`src/rtl/wb_stage_if.sv`:
```
// Bundle for wb_stage: MEM-stage handshake, data-memory load response,
// register-file write / forwarding port, status pulses and FSM debug state.
//
// Handshake: an instruction moves from MEM into wb_stage on a clock edge
// where in_valid && in_ready are both 1. The payload (in_wb_sel, in_rd,
// in_rd_we, in_funct3, in_alu_res, in_pc_plus4) must be stable while
// in_valid is 1. in_ready depends only on wb_stage state, never on in_valid.
// ld_rsp_valid is a single-cycle pulse with no back-pressure.
interface wb_stage_if #(
  parameter int XLEN = 32
);
  logic            in_valid;
  logic            in_ready;
  logic [1:0]      in_wb_sel;
  logic [4:0]      in_rd;
  logic            in_rd_we;
  logic [2:0]      in_funct3;
  logic [XLEN-1:0] in_alu_res;
  logic [XLEN-1:0] in_pc_plus4;
  logic            ld_rsp_valid;
  logic [XLEN-1:0] ld_rsp_data;
  logic            rf_we;
  logic [4:0]      rf_waddr;
  logic [XLEN-1:0] rf_wdata;
  logic            fwd_valid;
  logic            ld_err;
  logic            spurious_rsp;
  logic            dbg_state;

  // Upstream side: MEM stage plus data-memory response source
  modport master (
    output in_valid, in_wb_sel, in_rd, in_rd_we, in_funct3,
           in_alu_res, in_pc_plus4, ld_rsp_valid, ld_rsp_data,
    input  in_ready, rf_we, rf_waddr, rf_wdata, fwd_valid,
           ld_err, spurious_rsp, dbg_state
  );

  // wb_stage side
  modport slave (
    input  in_valid, in_wb_sel, in_rd, in_rd_we, in_funct3,
           in_alu_res, in_pc_plus4, ld_rsp_valid, ld_rsp_data,
    output in_ready, rf_we, rf_waddr, rf_wdata, fwd_valid,
           ld_err, spurious_rsp, dbg_state
  );
endinterface

```
`src/rtl/wb_stage.sv`:
```
// rv32 writeback stage. Selects the writeback source from wb_sel, waits for
// and formats load responses, and drives one registered register-file write
// port that also serves as the forwarding bus for the hazard unit.
module wb_stage #(
  parameter int XLEN       = 32,
  parameter int LD_TIMEOUT = 15
) (
  input logic        clk,
  input logic        rst,
  wb_stage_if.slave  bus
);

  localparam int CW = $clog2(LD_TIMEOUT + 1);

  localparam logic [1:0] SEL_MEM  = 2'b00;
  localparam logic [1:0] SEL_ALU  = 2'b01;
  localparam logic [1:0] SEL_PC4  = 2'b10;

  localparam logic [2:0] F3_LB  = 3'b000;
  localparam logic [2:0] F3_LH  = 3'b001;
  localparam logic [2:0] F3_LW  = 3'b010;
  localparam logic [2:0] F3_LBU = 3'b100;
  localparam logic [2:0] F3_LHU = 3'b101;

  typedef enum logic [0:0] {
    IDLE    = 1'b0,
    WAIT_LD = 1'b1
  } state_t;

  // State and latched load context
  state_t          r_state;
  logic [CW-1:0]   r_cnt;
  logic [4:0]      r_rd;
  logic [2:0]      r_funct3;
  logic [1:0]      r_off;

  // Registered outputs
  logic            r_rf_we;
  logic [4:0]      r_rf_waddr;
  logic [XLEN-1:0] r_rf_wdata;
  logic            r_ld_err;
  logic            r_spurious;

  // Next-state values
  state_t          w_state_nxt;
  logic [CW-1:0]   w_cnt_nxt;
  logic [4:0]      w_rd_nxt;
  logic [2:0]      w_funct3_nxt;
  logic [1:0]      w_off_nxt;
  logic            w_we_nxt;
  logic [4:0]      w_waddr_nxt;
  logic [XLEN-1:0] w_wdata_nxt;
  logic            w_err_nxt;
  logic            w_spur_nxt;

  // Load formatting
  logic [7:0]      w_ld_byte;
  logic [15:0]     w_ld_half;
  logic [XLEN-1:0] w_ld_fmt;
  logic            w_ld_bad;
  logic            w_in_wr_ok;
  logic            w_timeout;

  // A write only happens for a real destination register
  assign w_in_wr_ok = bus.in_rd_we && (bus.in_rd != 5'd0);

  // Last WAIT_LD cycle before the load is abandoned
  assign w_timeout = (r_cnt == CW'(LD_TIMEOUT - 1));

  // Pick the addressed byte and half out of the aligned response word
  always_comb begin
    w_ld_byte = bus.ld_rsp_data[7:0];
    case (r_off)
      2'd0:    w_ld_byte = bus.ld_rsp_data[7:0];
      2'd1:    w_ld_byte = bus.ld_rsp_data[15:8];
      2'd2:    w_ld_byte = bus.ld_rsp_data[23:16];
      default: w_ld_byte = bus.ld_rsp_data[31:24];
    endcase
    w_ld_half = r_off[1] ? bus.ld_rsp_data[31:16] : bus.ld_rsp_data[15:0];
  end

  // Sign/zero extend by load size and flag misaligned or unknown sizes
  always_comb begin
    w_ld_fmt = bus.ld_rsp_data;
    w_ld_bad = 1'b0;
    case (r_funct3)
      F3_LB:  w_ld_fmt = {{(XLEN-8){w_ld_byte[7]}}, w_ld_byte};
      F3_LBU: w_ld_fmt = {{(XLEN-8){1'b0}}, w_ld_byte};
      F3_LH: begin
        w_ld_fmt = {{(XLEN-16){w_ld_half[15]}}, w_ld_half};
        w_ld_bad = r_off[0];
      end
      F3_LHU: begin
        w_ld_fmt = {{(XLEN-16){1'b0}}, w_ld_half};
        w_ld_bad = r_off[0];
      end
      F3_LW: begin
        w_ld_fmt = bus.ld_rsp_data;
        w_ld_bad = (r_off != 2'd0);
      end
      default: begin
        w_ld_fmt = bus.ld_rsp_data;
        w_ld_bad = 1'b1;
      end
    endcase
  end

  // FSM next state plus next values of every registered output
  always_comb begin
    w_state_nxt  = r_state;
    w_cnt_nxt    = r_cnt;
    w_rd_nxt     = r_rd;
    w_funct3_nxt = r_funct3;
    w_off_nxt    = r_off;
    w_we_nxt     = 1'b0;
    w_waddr_nxt  = r_rf_waddr;
    w_wdata_nxt  = r_rf_wdata;
    w_err_nxt    = 1'b0;
    w_spur_nxt   = 1'b0;

    case (r_state)
      IDLE: begin
        // A response with no load outstanding is reported, never written
        w_spur_nxt = bus.ld_rsp_valid;
        w_cnt_nxt  = '0;
        if (bus.in_valid) begin
          case (bus.in_wb_sel)
            SEL_ALU: begin
              if (w_in_wr_ok) begin
                w_we_nxt    = 1'b1;
                w_waddr_nxt = bus.in_rd;
                w_wdata_nxt = bus.in_alu_res;
              end
            end
            SEL_PC4: begin
              if (w_in_wr_ok) begin
                w_we_nxt    = 1'b1;
                w_waddr_nxt = bus.in_rd;
                w_wdata_nxt = bus.in_pc_plus4;
              end
            end
            SEL_MEM: begin
              // Stores/fence/system carry rd_we=0 and retire here.
              // Loads to x0 still wait so their response is consumed.
              if (bus.in_rd_we) begin
                w_rd_nxt     = bus.in_rd;
                w_funct3_nxt = bus.in_funct3;
                w_off_nxt    = bus.in_alu_res[1:0];
                w_state_nxt  = WAIT_LD;
              end
            end
            default: ;
          endcase
        end
      end

      WAIT_LD: begin
        if (bus.ld_rsp_valid) begin
          w_state_nxt = IDLE;
          w_cnt_nxt   = '0;
          if (w_ld_bad) begin
            w_err_nxt = 1'b1;
          end else if (r_rd != 5'd0) begin
            w_we_nxt    = 1'b1;
            w_waddr_nxt = r_rd;
            w_wdata_nxt = w_ld_fmt;
          end
        end else if (w_timeout) begin
          w_state_nxt = IDLE;
          w_cnt_nxt   = '0;
          w_err_nxt   = 1'b1;
        end else begin
          w_cnt_nxt = r_cnt + 1'b1;
        end
      end

      default: begin
        w_state_nxt = IDLE;
        w_cnt_nxt   = '0;
      end
    endcase
  end

  // FSM state register; reset abandons any outstanding load
  always_ff @(posedge clk or negedge rst) begin
    if (!rst) begin
      r_state <= IDLE;
      r_cnt   <= '0;
    end else begin
      r_state <= w_state_nxt;
      r_cnt   <= w_cnt_nxt;
    end
  end

  // Latched load context, only meaningful while in WAIT_LD
  always_ff @(posedge clk or negedge rst) begin
    if (!rst) begin
      r_rd     <= 5'd0;
      r_funct3 <= 3'd0;
      r_off    <= 2'd0;
    end else begin
      r_rd     <= w_rd_nxt;
      r_funct3 <= w_funct3_nxt;
      r_off    <= w_off_nxt;
    end
  end

  // Registered write port and status pulses
  always_ff @(posedge clk or negedge rst) begin
    if (!rst) begin
      r_rf_we    <= 1'b0;
      r_rf_waddr <= 5'd0;
      r_rf_wdata <= '0;
      r_ld_err   <= 1'b0;
      r_spurious <= 1'b0;
    end else begin
      r_rf_we    <= w_we_nxt;
      r_rf_waddr <= w_waddr_nxt;
      r_rf_wdata <= w_wdata_nxt;
      r_ld_err   <= w_err_nxt;
      r_spurious <= w_spur_nxt;
    end
  end

  assign bus.in_ready     = (r_state == IDLE);
  assign bus.rf_we        = r_rf_we;
  assign bus.rf_waddr     = r_rf_waddr;
  assign bus.rf_wdata     = r_rf_wdata;
  assign bus.fwd_valid    = r_rf_we;
  assign bus.ld_err       = r_ld_err;
  assign bus.spurious_rsp = r_spurious;
  assign bus.dbg_state    = r_state;

endmodule
```
`src/flat_wrapper.sv`:
```
// flat-port wrapper written by rule: the top's interface ports become plain ports
module wb_stage_flat 
#(
  parameter int XLEN       = 32,
  parameter int LD_TIMEOUT = 15
)
  (clk, rst, bus_in_valid, bus_in_wb_sel, bus_in_rd, bus_in_rd_we, bus_in_funct3, bus_in_alu_res, bus_in_pc_plus4, bus_ld_rsp_valid, bus_ld_rsp_data, bus_in_ready, bus_rf_we, bus_rf_waddr, bus_rf_wdata, bus_fwd_valid, bus_ld_err, bus_spurious_rsp, bus_dbg_state);
  wb_stage_if #(.XLEN(XLEN)) bus_i ();
  input logic clk;
  input logic rst;
  input wire logic [$bits(bus_i.in_valid)-1:0] bus_in_valid;
  input wire logic [$bits(bus_i.in_wb_sel)-1:0] bus_in_wb_sel;
  input wire logic [$bits(bus_i.in_rd)-1:0] bus_in_rd;
  input wire logic [$bits(bus_i.in_rd_we)-1:0] bus_in_rd_we;
  input wire logic [$bits(bus_i.in_funct3)-1:0] bus_in_funct3;
  input wire logic [$bits(bus_i.in_alu_res)-1:0] bus_in_alu_res;
  input wire logic [$bits(bus_i.in_pc_plus4)-1:0] bus_in_pc_plus4;
  input wire logic [$bits(bus_i.ld_rsp_valid)-1:0] bus_ld_rsp_valid;
  input wire logic [$bits(bus_i.ld_rsp_data)-1:0] bus_ld_rsp_data;
  output wire logic [$bits(bus_i.in_ready)-1:0] bus_in_ready;
  output wire logic [$bits(bus_i.rf_we)-1:0] bus_rf_we;
  output wire logic [$bits(bus_i.rf_waddr)-1:0] bus_rf_waddr;
  output wire logic [$bits(bus_i.rf_wdata)-1:0] bus_rf_wdata;
  output wire logic [$bits(bus_i.fwd_valid)-1:0] bus_fwd_valid;
  output wire logic [$bits(bus_i.ld_err)-1:0] bus_ld_err;
  output wire logic [$bits(bus_i.spurious_rsp)-1:0] bus_spurious_rsp;
  output wire logic [$bits(bus_i.dbg_state)-1:0] bus_dbg_state;
  assign bus_i.in_valid = bus_in_valid;
  assign bus_i.in_wb_sel = bus_in_wb_sel;
  assign bus_i.in_rd = bus_in_rd;
  assign bus_i.in_rd_we = bus_in_rd_we;
  assign bus_i.in_funct3 = bus_in_funct3;
  assign bus_i.in_alu_res = bus_in_alu_res;
  assign bus_i.in_pc_plus4 = bus_in_pc_plus4;
  assign bus_i.ld_rsp_valid = bus_ld_rsp_valid;
  assign bus_i.ld_rsp_data = bus_ld_rsp_data;
  assign bus_in_ready = bus_i.in_ready;
  assign bus_rf_we = bus_i.rf_we;
  assign bus_rf_waddr = bus_i.rf_waddr;
  assign bus_rf_wdata = bus_i.rf_wdata;
  assign bus_fwd_valid = bus_i.fwd_valid;
  assign bus_ld_err = bus_i.ld_err;
  assign bus_spurious_rsp = bus_i.spurious_rsp;
  assign bus_dbg_state = bus_i.dbg_state;
  wb_stage #(.XLEN(XLEN), .LD_TIMEOUT(LD_TIMEOUT)) u_core (.clk(clk), .rst(rst), .bus(bus_i));
endmodule
```
`config.mk`:
```
export PLATFORM = sky130hd
export DESIGN_NAME = wb_stage_flat
export DESIGN_NICKNAME = d
export VERILOG_FILES = /design/src/rtl/wb_stage_if.sv /design/src/rtl/wb_stage.sv /design/src/flat_wrapper.sv
export SDC_FILE = /design/constraint.sdc
export NUM_CORES = 1
export LEC_CHECK = 0
export ABC_AREA = 1
export BUFFER_PORTS_ARGS = -buffer_cell sky130_fd_sc_hd__buf_4
export CAP_MARGIN = 30
export CORE_UTILIZATION = 40
export CTS_CLUSTER_SIZE = 10
export DETAILED_ROUTE_END_ITERATION = 10
export GPL_TIMING_DRIVEN = 0
export PLACE_DENSITY_LB_ADDON = 0.05
export SLEW_MARGIN = 10
export SYNTH_ARGS = -nofsm -noshare
export SYNTH_HDL_FRONTEND = slang
export SYNTH_SLANG_ARGS = --single-unit
```
`constraint.sdc`:
```
create_clock -name clk -period 2.75 [get_ports clk]
set_input_delay 0.1375 -clock clk [delete_from_list [all_inputs] [get_ports clk]]
set_output_delay 0.1375 -clock clk [all_outputs]
set_load 0.005 [all_outputs]
```
### Word level (Yosys, flattened, before mapping)

Index checks and enable logic that the tools add are counted.

* register bits after elaboration: 55
* input port bits: 111

* muxes and demuxes: 40
* add/subtract/negate cells: 1
* reduce and logical (&&, ||, !) cells: 13
* bitwise logic cells: 1
* eq/ne operators: 18

Operator list (count)
* 32-bit 2-to-1 mux: 6
* 32-bit one-hot mux with 2 select lines: 2
* 32-bit one-hot mux with 4 select lines: 1
* 5-bit 2-to-1 mux: 6
* 8-bit one-hot mux with 3 select lines: 1
* 1-bit 2-to-1 mux: 16
* 16-bit 2-to-1 mux: 1
* 2-bit inequality test, second input constant: 5
* 5-bit one-hot mux with 2 select lines: 1
* 5-bit nonzero test: 2
* 4-bit 2-to-1 mux: 2
* 4-bit one-hot mux with 2 select lines: 1
* 7-bit AND reduction: 1
* 3-bit equality test, second input constant: 2
* 3-bit by 2-bit inequality test with 1-bit output, second input constant: 2
* 6-bit AND reduction: 1
* 2-bit OR reduction: 3
* 4-bit by 1-bit adder with 4-bit output, second input constant: 1
* 2-bit by 1-bit equality test with 1-bit output, second input constant: 2
* 2-bit equality test, second input constant: 2
* 4-bit equality test, second input constant: 1
* 2-bit logical NOT: 2
* 1-bit one-hot mux with 2 select lines: 2
* 4-bit AND reduction: 1
* other kinds (9): 9

### Logic depth before layout (Yosys ltp)

* word-level depth: 7
* gate-level depth with buffers: 12
* mapped depth without buffers: 11

### Worst setup path after synthesis

No wires, ideal clock.

* path kind: flip-flop to flip-flop
* start point: register u_core.r_state, in the netlist u_core.bus.dbg_state
* end point: register u_core.r_rf_wdata[28], in the netlist u_core.bus.rf_wdata[28]
* cell stages (with the launch flop): 13
* clock period less this slack: 1.427 ns
* path buffers: 2
* arrival: 1.309 ns
* slack: 1.323 ns
* path through: dfrtp_1 buf_2 inv_2 nand2_1 inv_2 nand2_1 nand2_1 nand3_2 nor2_4 inv_4 buf_6 nand2_1 nand2_1

* word-level cells in the longest chain between the ends: 3

RTL lines
* start: declaration: RTL line wb_stage.sv:31 `state_t r_state;`
* start signal: assignment: RTL line wb_stage.sv:190 `r_state <= w_state_nxt;`
* 1-bit inverter (no line)
* 3-bit by 2-bit inequality test with 1-bit output (no line), or another cell as far along
* 7-bit AND reduction (no line)
* end signal: assignment: RTL line wb_stage.sv:219 `r_rf_wdata <= w_wdata_nxt;`
* end: declaration: RTL line wb_stage.sv:40 `logic [XLEN-1:0] r_rf_wdata;`

Several ways; a longest one is shown, not always the timed one.
A chain may end at the register's enable or synchronous reset.

### Final worst setup path

* start point: register u_core.r_state, in the netlist u_core.bus.dbg_state
* end point: output bus_in_ready

* word-level cells in the longest chain between the ends: 1

RTL lines
* 1-bit inverter (no line)
* end: declaration: RTL line flat_wrapper.sv:20 `output wire logic [$bits(bus_i.in_ready)-1:0] bus_in_ready;`

No other way between the ends.

==> flow_metrics.tcl <==
set metrics [dict create \
    synth_area_mm2 0.00366 \
    worst-endpoint-arrival_ps 1810 \
    area_growth_pct 38.4 \
    crit_path_end_kind "output port" \
    placementRows 34 \
    via_per_inst 5.01 \
    initial_core_util_pct 41.6 \
    ys_ff_latch 55 \
    clock-root-buffer "clkbuf_8" \
    grt_max_degree 56 \
    maxSlewViolCount 0 \
    port_buffers 153 \
    grt-ovfl-total 0 \
    drive_gt1_share_pct 27.4 \
    start_kind "register" \
    maxCapViolCount 0 \
    num_antenna_cells 0 \
    die_area_mm2 0.00955 \
    syn-instance-count 553 \
    wire_per_inst_um 14.6 \
    finalSetupViolCount 0 \
    hold_end "u_core.bus.spurious_rsp$_DFF_PN0_" \
    antenna_found_initial 0 \
    dp_hpwl_um 9450 \
    use_met2_pct 43.3 \
    numCtsBuffers 5 \
    io_pins 154 \
    r2r_slack_ps 970 \
    grt_pass1_vias 4014 \
    worstPathBufferInverterCount 5 \
    yosys_most_used_dff "dfrtp_1" \
    busiest_layer "met2" \
    ys.warnings.count 0 \
    grt_use_total_pct 25.5 \
    drc 22 \
    drtPass1Iterations 8 \
    h-tree-depth 2 \
    min_from "bus_ld_rsp_valid" \
    yosysTopAreaCell "dfrtp_1" \
    routed_wirelength_um 12000 \
    synthAdderAreaFrac_pct 1.71 \
    ant_nets 0 \
    cts_tree "done" \
    cp_common_cell "buf_2" \
    synth-compound-area-share_pct 11.7 \
    clkLatencyLatePin_ps 320 \
    clkSlewWorstSetupHoldPaths_ps 110 \
    synth_nets 669 \
    clockBufferDepth 2 \
    place_ws_ps 1010 \
    timing.final.ws_setup_ps 801 \
    fp.dieH_um 97.7 \
    core_area_mm2 0.00881 \
    yosysSeqAreaShare_pct 37.6 \
    slowest_delay_ps 410 \
    fin_skew_ps 16.8 \
    async_flop_share_pct 100 \
    finalSetupTns_ps 0 \
    crit_family "buffers and inverters" \
    critPathMaxFanout 10 \
    rsz0062_at_grt "no" \
    crit_chain "buf_2 > inv_2 > buf_2 > clkbuf_1 > buf_4" \
    worst_slew_pin_slew_ps 709 \
    synth_top_family_by_area "simple AND/OR/NAND/NOR gates" \
    power.density_mw_per_mm2 551 \
    min_period_ps 1950 \
    period_share_pct 70.9 \
    die_x_um 97.7 \
    dpl.cell_count 814 \
    synthTopCellsByArea "dfrtp_1, nand2_1, nand3_1, nor2_1, a21oi_1" \
    status "finished with violations" \
    peakVddDrop_v 0.000280 \
    holdPathStages 3 \
    place_congestion 0.965 \
    cp_data_required_time_ps 2610 \
    max_freq_mhz 513 \
    fin_cells 823 \
    synthSimpleGateAreaFrac_pct 39.1 \
    reg2reg_to "u_core.bus.rf_wdata[15]$_DFFE_PN0P_" \
    drtIter0Drc 241 \
    yosysTopAreaCellShare_pct 37.6 \
    synth-edff-count 0 \
    total_power_mw 2.79 \
    use_met1_pct 33.5 \
    grt_pass1_wl_um 19300 \
    rr_startpoint "u_core.bus.dbg_state$_DFF_PN0_" \
    synth-xor-area-share_pct 0.478 \
    critical-path-slowest-cell "dfrtp_1" \
    use_met3_pct 3.53 \
    hold_viol 0 \
    reg2reg_depth 9 \
    synth_mux_area_share_pct 0 \
    hold_path.class "in2reg" \
    violations "DRC" \
    vias 4124 \
    cts_sinks 55 \
    p_leak_nw 2.74 \
    final_nets 830 \
    maxSlewHeadroom_pct 52.7 \
    worstSetupPathType "reg2out" \
    syn_area_per_cell_um2 6.63 \
    synth_cell_type_count 29 \
]
-- flip-flops by register name (all words and copies together), names as in the netlist --
name                     flops
u_core.bus.dbg_state         1
u_core.bus.rf_waddr          5
u_core.r_rd                  5
u_core.bus.rf_wdata         32
u_core.bus.fwd_valid         1
u_core.bus.spurious_rsp      1
u_core.r_off                 2
u_core.r_cnt                 4
u_core.r_funct3              3
u_core.bus.ld_err            1
-- layout by cell type (no fill, tap or decap), types with 2 or more instances in the layout --
cell type	netlist	final
a21oi_1	37	37
ha_1	5	5
buf_2	4	4
nand3_1	68	68
nor2_2	3	3
dfrtp_1	55	55
o21a_1	2	2
nand2_1	209	209
clkbuf_8	0	5
buf_6	5	5
clkbuf_1	16	16
inv_4	2	2
nand2_2	3	3
nand4_1	4	4
o211ai_1	6	6
nor2_1	50	50
buf_4	8	161
o21ai_0	34	34
inv_2	3	3
nor2_4	2	2
inv_1	28	28
-- cell usage after synthesis (2+ instances only) --
master and count:
o211ai_1 6, o21a_1 2, buf_2 4, a21oi_1 37, nand3_1 68, inv_2 3
dfrtp_1 55, o21ai_0 34, nand2_1 209, nand2_2 3, ha_1 5, clkbuf_1 16
nor2_1 50, buf_6 5, inv_4 2, nor2_4 2, nor2_2 3, nand4_1 4
inv_1 28, buf_4 8
-- logic make-up (layout without fill, tap and decap cells) --
group           count (synthesis)  after routing
fa+ha+maj                       5              5
flops                          55             55
xor+xnor                        2              2
simple gates                  342            342
compound gates                 81             81
buf+inv                        68            230
-- layout make-up --
cell class / instances / area [um^2]
timing repair buffer: 154 / 1160
sequential: 55 / 1380
inverter: 33 / 129
fill: 906 / 3730
clock inverter: 3 / 43.8
clock buffer: 5 / 68.8
buffer: 35 / 215
tap: 108 / 135
multi-input combinational: 430 / 1940
-- worst reg2reg max path, stage by stage, from the launching register on --
cell	delay, ps
dfrtp_1	410
buf_2	190
inv_2	70
buf_2	220
clkbuf_1	430
nor2_1	100
nand2_1	100
nand2_1	50
nand2_1	60
nand2_1	50
-- through the flow --
step / hold slack [ps] / cell area (um^2) / util [%]
after floorplan: -158 / 3660 / -
after global placement: 235 / 4950 / 56.2
after detailed placement: 238 / 4950 / 56.2
after CTS: 41.0 / 5070 / 57.6
after global routing: 42.3 / 5070 / 57.6
final: 39.7 / 5070 / 57.6
-- how the worst max path moves through the flow --
stage	start	to	slack (ps)	cells after the start
6_report	u_core.bus.dbg_state$_DFF_PN0_	bus_in_ready	800	5
5_1_grt	u_core.bus.dbg_state$_DFF_PN0_	bus_in_ready	710	5
4_1_cts	u_core.bus.dbg_state$_DFF_PN0_	bus_in_ready	830	5
3_5_place_dp	u_core.bus.dbg_state$_DFF_PN0_	u_core.bus.rf_wdata[15]$_DFFE_PN0P_	1010	9
3_3_place_gp	u_core.bus.dbg_state$_DFF_PN0_	u_core.bus.rf_wdata[15]$_DFFE_PN0P_	1040	9
2_1_floorplan	u_core.bus.dbg_state$_DFF_PN0_	u_core.bus.rf_wdata[28]$_DFFE_PN0P_	1320	12
-- power by group --
group	internal (mW)	total, mW	switching, mW
clock	0.272	0.552	0.280
sequential	1.01	1.13	0.123
combinational	0.551	1.11	0.558
total	1.83	2.79	0.961
-- routing by layer --
layer / up-vias / wire length, um
met1: 1842 / 5330
met2: 167 / 5580
met3: 23 / 804
met4: 0 / 308
met5: - / 0
li1: 2092 / -
-- what timing repair did --
item | 4_1_cts | 5_1_grt
gates resized for setup | 0 | 0
hold endpoints to repair | 55 | 0
buffers inserted | 0 | 0
hold buffers | 1 | 0
Note: power is estimated with default switching activity, not from simulation.
